--- config.mk ---
export PLATFORM = sky130hd
export DESIGN_NAME = fifo_rd_prefetch_a64d32
export DESIGN_NICKNAME = d
export VERILOG_FILES = /design/src/rtl/fifo_rd_prefetch_pkg.sv /design/src/rtl/fifo_rd_skid_buf.sv /design/src/rtl/fifo_rd_prefetch_a64d32.sv
export SDC_FILE = /design/constraint.sdc
export NUM_CORES = 1
export LEC_CHECK = 0
export BUFFER_PORTS_ARGS = -buffer_cell sky130_fd_sc_hd__buf_2
export CORE_UTILIZATION = 48
export DETAILED_ROUTE_END_ITERATION = 6
export PLACE_DENSITY = 0.76
export SYNTH_ARGS = -nofsm -noshare
export SYNTH_HDL_FRONTEND = slang
export SYNTH_SLANG_ARGS = --single-unit
--- constraint.sdc ---
create_clock -name clk -period 1.47 [get_ports clk]
set_input_delay 0.0735 -clock clk [delete_from_list [all_inputs] [get_ports clk]]
set_output_delay 0.0735 -clock clk [all_outputs]
set_load 0.1 [all_outputs]
--- src/rtl/fifo_rd_prefetch_pkg.sv ---
// Shared constants for the FIFO read prefetch block: widths, skid depth and stall counter limit.
package fifo_rd_prefetch_pkg;

    localparam int PF_DAT_WIDTH  = 32;
    localparam int PF_SKID_DEPTH = 2;
    localparam int OCC_W         = 2;
    localparam int STALL_W       = 16;

    localparam logic [OCC_W-1:0]   OCC_FULL      = 2'd2;
    localparam logic [STALL_W-1:0] STALL_CNT_MAX = 16'hFFFF;

    function automatic logic [STALL_W-1:0] stall_sat_inc(input logic [STALL_W-1:0] cnt);
        return (cnt == STALL_CNT_MAX) ? cnt : cnt + 16'd1;
    endfunction

endpackage

--- src/rtl/fifo_rd_skid_buf.sv ---
// Two-entry FIFO-ordered output buffer; head entry is presented from registers.
module fifo_rd_skid_buf
    import fifo_rd_prefetch_pkg::*;
#(
    parameter int DAT_WIDTH = PF_DAT_WIDTH
) (
    input  logic                 clk,
    input  logic                 reset_n,
    input  logic                 flush,
    input  logic                 push,
    input  logic [DAT_WIDTH-1:0] push_data,
    input  logic                 pop,
    output logic                 valid,
    output logic [DAT_WIDTH-1:0] head_data,
    output logic [OCC_W-1:0]     occ
);

    logic [DAT_WIDTH-1:0] mem [PF_SKID_DEPTH];
    logic                 head;
    logic                 tail;

    // Flush outranks both capture and pop; the capture slot is simply not written.
    always_ff @(posedge clk or negedge reset_n) begin
        if (!reset_n) begin
            mem[0] <= '0;
            mem[1] <= '0;
            head   <= 1'b0;
            tail   <= 1'b0;
            occ    <= '0;
        end else if (flush) begin
            head <= 1'b0;
            tail <= 1'b0;
            occ  <= '0;
        end else begin
            if (push) begin
                mem[tail] <= push_data;
                tail      <= ~tail;
            end
            if (pop) begin
                head <= ~head;
            end
            case ({push, pop})
                2'b10:   occ <= occ + 2'd1;
                2'b01:   occ <= occ - 2'd1;
                default: occ <= occ;
            endcase
        end
    end

    assign valid     = (occ != '0);
    assign head_data = mem[head];

    assert property (@(posedge clk) disable iff (!reset_n)
        !(push && !pop && !flush && (occ == OCC_FULL)));

endmodule

--- src/rtl/fifo_rd_prefetch_a64d32.sv ---
// Turns the 1-cycle-latency RAM FIFO read into a valid/ready stream with a 2-entry skid buffer.
// Optional stall statistics counter enabled by FIFO_RD_PREFETCH_STATS_EN.
module fifo_rd_prefetch_a64d32
    import fifo_rd_prefetch_pkg::*;
#(
    parameter int DAT_WIDTH  = PF_DAT_WIDTH,
    parameter int SKID_DEPTH = PF_SKID_DEPTH
) (
    input  logic                 clk,
    input  logic                 reset_n,
    input  logic                 fifo_empty,
    output logic                 fifo_rd_op,
    input  logic [DAT_WIDTH-1:0] fifo_rd_data,
    input  logic                 fifo_rd_empty_err,
    input  logic                 flush,
    output logic                 out_valid,
    input  logic                 out_ready,
    output logic [DAT_WIDTH-1:0] out_data,
    output logic                 err_sticky,
    output logic [STALL_W-1:0]   stall_cnt
);

    logic             pop;
    logic             inflight;
    logic [OCC_W-1:0] occ;
    logic [OCC_W-1:0] occ_after;

    assign pop = out_valid && out_ready;

    // Slots committed after this edge: buffered + word arriving - word leaving (max 3 fits 2 bits).
    assign occ_after  = occ + {1'b0, inflight} - {1'b0, pop};
    assign fifo_rd_op = reset_n && !fifo_empty && !flush && (occ_after < OCC_FULL);

    always_ff @(posedge clk or negedge reset_n) begin
        if (!reset_n) begin
            inflight <= 1'b0;
        end else begin
            inflight <= fifo_rd_op;
        end
    end

    fifo_rd_skid_buf #(
        .DAT_WIDTH (DAT_WIDTH)
    ) u_skid (
        .clk       (clk),
        .reset_n   (reset_n),
        .flush     (flush),
        .push      (inflight),
        .push_data (fifo_rd_data),
        .pop       (pop),
        .valid     (out_valid),
        .head_data (out_data),
        .occ       (occ)
    );

    // A new error in the flush cycle must survive the clear.
    always_ff @(posedge clk or negedge reset_n) begin
        if (!reset_n) begin
            err_sticky <= 1'b0;
        end else if (fifo_rd_empty_err) begin
            err_sticky <= 1'b1;
        end else if (flush) begin
            err_sticky <= 1'b0;
        end
    end

`ifdef FIFO_RD_PREFETCH_STATS_EN
    logic [STALL_W-1:0] stall_q;

    always_ff @(posedge clk or negedge reset_n) begin
        if (!reset_n) begin
            stall_q <= '0;
        end else if (flush) begin
            stall_q <= '0;
        end else if (out_valid && !out_ready) begin
            stall_q <= stall_sat_inc(stall_q);
        end
    end

    assign stall_cnt = stall_q;
`else
    assign stall_cnt = '0;
`endif

    assert property (@(posedge clk) disable iff (!reset_n) occ <= OCC_W'(SKID_DEPTH));

endmodule

# Yosys cells after proc, flatten, opt, wreduce, memory -nomap -nowiden
# Cells that the tools add are included.
dict set report word_totals {
  input_bits 38
  reg_bits 70
  out_inout_bits 51
  wordCells 49
}
dict set report classes {
  addsub 4
  n_lt_le_gt_ge 4
  reduce_logical 13
  bitwise 5
  eq_ne 2
  n_mux 14
}
# cell count
set op_table {}
lappend op_table {{2-to-1 mux 32 bit} 4}
lappend op_table {{bitwise mux 64 bit} 1}
lappend op_table {{demux 32 bit (select 1 bit)} 1}
lappend op_table {{nonzero test 2 bit} 4}
lappend op_table {{2-to-1 mux 1 bit} 6}
lappend op_table {{logical AND 1 bit} 5}
lappend op_table {{>= comparator 2 bit, second input constant} 2}
lappend op_table {{inverter 1 -> 2 bit} 2}
lappend op_table {{one-hot mux 2 bit (2 select lines)} 1}
lappend op_table {{inverter 1 bit} 3}
lappend op_table {{nonzero test 3 bit} 1}
lappend op_table {{adder 2 x 1 -> 2 bit} 1}
lappend op_table {{adder 2 x 1 -> 2 bit, second input constant} 1}
lappend op_table {{== test 2 x 1 -> 1 bit, second input constant} 1}
lappend op_table {{== test 2 bit, second input constant} 1}
lappend op_table {{logical NOT 1 bit} 2}
lappend op_table {{less-than comparator 2 x 1 -> 1 bit, second input constant} 1}
lappend op_table {{less-than comparator 2 bit, second input constant} 1}
lappend op_table {{2-to-1 mux 2 bit} 1}
lappend op_table {{AND reduction 2 bit} 1}
lappend op_table {{subtractor 2 x 1 -> 2 bit} 1}
lappend op_table {{subtractor 2 x 1 -> 2 bit, second input constant} 1}

# Longest topological paths before layout
dict set report depth {
  word_depth 6
  depth_mapped 5
  depth_no_buf 5
}

# Cells and area by module
# Synthesis repeated with hierarchy kept, for this count alone.
dict set report unflattened {
  cells_unflattened 218
  area_unflattened_um2 3224.3
}
# module n_inst cells_per_inst area_each_um2 seq_area_each_um2
set modules_own_cells {}
lappend modules_own_cells {fifo_rd_skid_buf 1 190 2977.9 1701.6}
lappend modules_own_cells {fifo_rd_prefetch_a64d32 1 28 246.5 50.0}

# Worst setup path before layout
# Ideal clock, no wire load.
dict set report synth_path {
  kind {register to register}
  from {register u_skid.occ[1]}
  to {register inflight}
  required_ns 1.021
  synth_period_minus_slack_ns 4.840
  arrival_time_ns 4.391
  path_stages_with_launch 6
  path_buffers 0
  setup_slack_ns -3.370
  setup_time_ns 0.449
  cell_sequence {dfrtp_1 > o21a_1 > ha_1 > and2b_2 > xnor2_1 > nor4b_1}
}
dict set report synth_via {
  elab_chain_len 5
  word_cells_on_any_way 6
  cone_classes {2 x add/sub; 1 x order compare; 3 x reduce/logical}
}
# item line
set synth_lines {}
lappend synth_lines {{start: declaration} fifo_rd_skid_buf.sv:15} ;# output logic [OCC_W-1:0] occ
lappend synth_lines {{start signal: assignment} fifo_rd_skid_buf.sv:43} ;# 2'b10: occ <= occ + 2'd1;
lappend synth_lines {{start signal: assignment} fifo_rd_skid_buf.sv:44} ;# 2'b01: occ <= occ - 2'd1;
lappend synth_lines {{parallel branches: the longest is 2 deep, another holds adder 2 x 1 -> 2 bit} n/a}
lappend synth_lines {{subtractor 2 x 1 -> 2 bit (*)} fifo_rd_prefetch_a64d32.sv:31} ;# assign occ_after = occ + {1'b0, inflight} - {1'b0, pop};
lappend synth_lines {{less-than comparator 2 bit (*)} fifo_rd_prefetch_a64d32.sv:32} ;# assign fifo_rd_op = reset_n && !fifo_empty && !flush && (occ_after < OCC_FULL);
lappend synth_lines {{logical AND 1 bit (*)} fifo_rd_prefetch_a64d32.sv:32}
lappend synth_lines {{named net fifo_rd_op} fifo_rd_prefetch_a64d32.sv:12} ;# output logic fifo_rd_op,
lappend synth_lines {{end signal: assignment} fifo_rd_prefetch_a64d32.sv:38} ;# inflight <= fifo_rd_op;
lappend synth_lines {{end: declaration} fifo_rd_prefetch_a64d32.sv:24} ;# logic inflight;
# Mark *: on every way through the listed nets, which the timed path passes.
# A chain may end at the register's enable or synchronous reset.

# Worst setup path after layout
dict set report layout_path {
  from {register u_skid.occ[0]}
  to {output port fifo_rd_op}
}
dict set report layout_via {
  elab_chain_len 5
  word_cells_on_any_way 6
  cone_classes {2 x add/sub; 1 x order compare; 3 x reduce/logical}
}
# item line
set layout_lines {}
lappend layout_lines {{parallel branches: the longest is 2 deep, another holds adder 2 x 1 -> 2 bit} n/a}
lappend layout_lines {{subtractor 2 x 1 -> 2 bit (*)} fifo_rd_prefetch_a64d32.sv:31}
lappend layout_lines {{less-than comparator 2 bit (*)} fifo_rd_prefetch_a64d32.sv:32}
lappend layout_lines {{logical AND 1 bit (*)} fifo_rd_prefetch_a64d32.sv:32}
lappend layout_lines {{end: declaration} fifo_rd_prefetch_a64d32.sv:12}
# Every way passes the cells marked *.

==> reports/metrics.cfg <==
[critical_path]
cpMaxStageDelayCell=dfrtp_1
crit_chain=o21a_1, ha_1, and2b_2, xnor2_2, nor4b_4, buf_12
reg2reg_slack_ps=-170
cp.arrival_ps=2090
critPathKind=reg2out
required_ps=1400
r2r_start=u_skid.occ[0]
endpoint_kind=primary output
r2r-end=inflight
critPathLaunchType=flop
crit_fanout=2
slowest_delay_ps=380
rr_worst_depth=5

[layout]
drive_above_1_share=0.612
areaGrowthSynthToFinish_pct=53.4
fillCellCount=432
fin_util=0.764
regArea_um2=1750
fin_area_um2=5220
final_net_count=387
n_antenna_cell=0
multi_input_area_um2=1560
final_cell_count_no_fill=449

[global_routing]
grt_overflow=0
grt_pass1_wl_um=11900
grt_max_degree=71
grt_pass1_vias=2415
grt_usage=0.212
antenna_found_initial=0

[timing]
holdWs_ps=59.4
fin_tns_setup_ps=-5530
clock_skew_ps=8.21
period_needed_ps=2160
setup_viol=34
finalWorstSetupSlack_ps=-690
rsz0062_at_grt=true
timing_hold_violations_final=0
fmax_ghz=0.463
finalMaxSlewViolations=0
period_share=1.47

[power_and_ir_drop]
power_density_nw_per_um2=1620
power_frac_clock=0.175
switchingPower_mw=3.55
comb_power_share=0.525
ir_drop_mv=0.938
p_int_mw=4.88
swShare=0.421
leakage_nw=2.49
p_seq_frac=0.300
power.total_mw=8.43

[place]
routabilityCongestion=0.793
dpl.cell_count=388
placed_cell_area_um2=4410
hpwlAfterDp_um=4370
dp_slack_ps=-329
port_buffers=72

[die]
ios=89
initial_core_util=0.498
chipWidth_um=86.2
die_y_um=86.2
rows=30
die_area_um2=7430
coreArea_um2=6830

[synth]
syn_area_um2=3400
ys_seq_area_frac=0.515
postSynthAreaPerCell_um2=15.6
synth_edf_count=0
synthCells=218
async_flop_share=1.00
synth.distinct_cells=27
synth_seq_cells=70
synth_warnings=0
synth_ff_type=dfrtp_1

[clock_network]
h-tree-depth=3
cts_root_buf=clkbuf_8
cts.sinks=70
numCtsBuffers=9
clk_pin_slew_ps=70
clock_latency_ps=340
cts_buffer_depth=2
cts_tree=done

[routing]
wl_per_cell_um=16.6
drt-pass1-iter-count=4
via_count=2148
drcViolationCount=0
antenna_left=0
wl_um=7460
vias_per_cell=4.78
first_iter_violations=46

[outcome]
violations=negative setup slack
status=finished with violations

[worst_hold_path]
worstHoldPathCells=3
hp-start=flush
min_path_type=in2reg
hold_path_end=u_skid.tail

[run]
max_cap_viol_count=0

-- cell type report --
| type | instances | share of cell area |
|---|---|---|
| inverters | 2 | 0.00144 |
| clock buffers | 9 | 0.0237 |
| multi-input cells | 135 | 0.299 |
| repair buffers | 130 | 0.305 |
| clock inverters | 7 | 0.0125 |
| well taps | 96 | 0.0230 |
| flip-flops and latches | 70 | 0.336 |
-- sequential cells by signal (all words and copies together), names as in the netlist --
| signal | cells |
|---|---|
| u_skid.occ | 2 |
| inflight | 1 |
| u_skid.head | 1 |
| u_skid.mem | 64 |
| err_sticky | 1 |
| u_skid.tail | 1 |
-- cell usage after synthesis (2+ instances only) --
cell type,count,area [um^2]
dfrtp_1,70,1750
mux2_2,64,721
mux2_4,32,480
buf_4,16,120
xnor2_1,4,35.0
buf_12,3,60.1
buf_2,3,15.0
clkbuf_8,3,41.3
inv_1,2,7.51
nor2_1,2,7.51
o21ai_0,2,10.0
or2_2,2,12.5
-- worst max-delay path, delay by kind of cell, from the launching register on --
family | cells | cell delay (ps)
AOI/OAI and AO/OA | 1 | 200
buffers and inverters | 1 | 220
adders and majority gates | 1 | 270
DFF | 1 | 380
xor gates and xnor gates | 1 | 150
and+or+nand+nor | 2 | 530
-- layout by cell type (no fill, tap or decap), types with 2 or more instances in the layout --
cell type      synthesis  routed
dlygate4sd3_1          0      36
mux2_4                32      52
mux2_2                64      44
inv_1                  2       2
buf_2                  3      38
buf_16                 0       3
clkinvlp_4             0       2
clkbuf_8               3       9
o21ai_0                2       2
clkinv_2               0       4
conb_1                 1      16
buf_12                 3      43
dfrtp_1               70      69
xnor2_1                4       3
nor2_1                 2       2
buf_4                 16       8
-- worst max path at each step --
| stage | startpoint | to | slack, ps | cells after the start |
|---|---|---|---|---|
| 5_1_grt | u_skid.occ[0] | fifo_rd_op | -810 | 6 |
| 3_5_place_dp | u_skid.occ[0] | fifo_rd_op | -330 | 6 |
| 6_report | u_skid.occ[0] | fifo_rd_op | -690 | 6 |
| 4_1_cts | u_skid.occ[0] | fifo_rd_op | -700 | 6 |
| 3_3_place_gp | u_skid.occ[0] | fifo_rd_op | -290 | 6 |
| 2_1_floorplan | u_skid.occ[1] | inflight | -1060 | 5 |
-- repair_timing --
| item | CTS | global route |
|---|---|---|
| gates cloned | 3 | 1 |
| setup buffers | 4 | 1 |
| hold buffers | 36 | 0 |
| gates resized for setup | 12 | 19 |
| endpoints found under the setup margin | 35 | 35 |
| endpoints found under the hold margin | 136 | 0 |
-- power groups by stage --
stage	sequential, mW	combinational (mW)	clock [mW]
after detailed placement	2.53	4.22	0
after CTS	2.51	4.36	1.51
after floorplan	2.48	2.88	0
final	2.53	4.43	1.48
after global routing	2.58	4.55	1.61
after global placement	2.51	4.18	0
-- routing by layer --
layer / share of wire / global-route usage / vias up
li1: - / - / 996
met1: 0.44 / 0.271 / 1070
met2: 0.50 / 0.357 / 68
met3: 0.036 / 0.0362 / 14
met4: 0.020 / 0.0879 / 0
met5: 0 / 0 / -
-- cells by family (layout without fill, tap and decap cells) --
family / after synthesis / after routing / synth area share
muxes: 97 / 97 / 0.356
DFF: 70 / 70 / 0.515
buffers and inverters: 28 / 148 / 0.0728
and+or+nand+nor: 11 / 11 / 0.0302
AOI/OAI and AO/OA: 6 / 6 / 0.0114
xor gates and xnor gates: 4 / 4 / 0.0103
adders and majority gates: 1 / 1 / 0.00368
other: 1 / 16 / 0.00110
(Power assumes the default switching activity.)
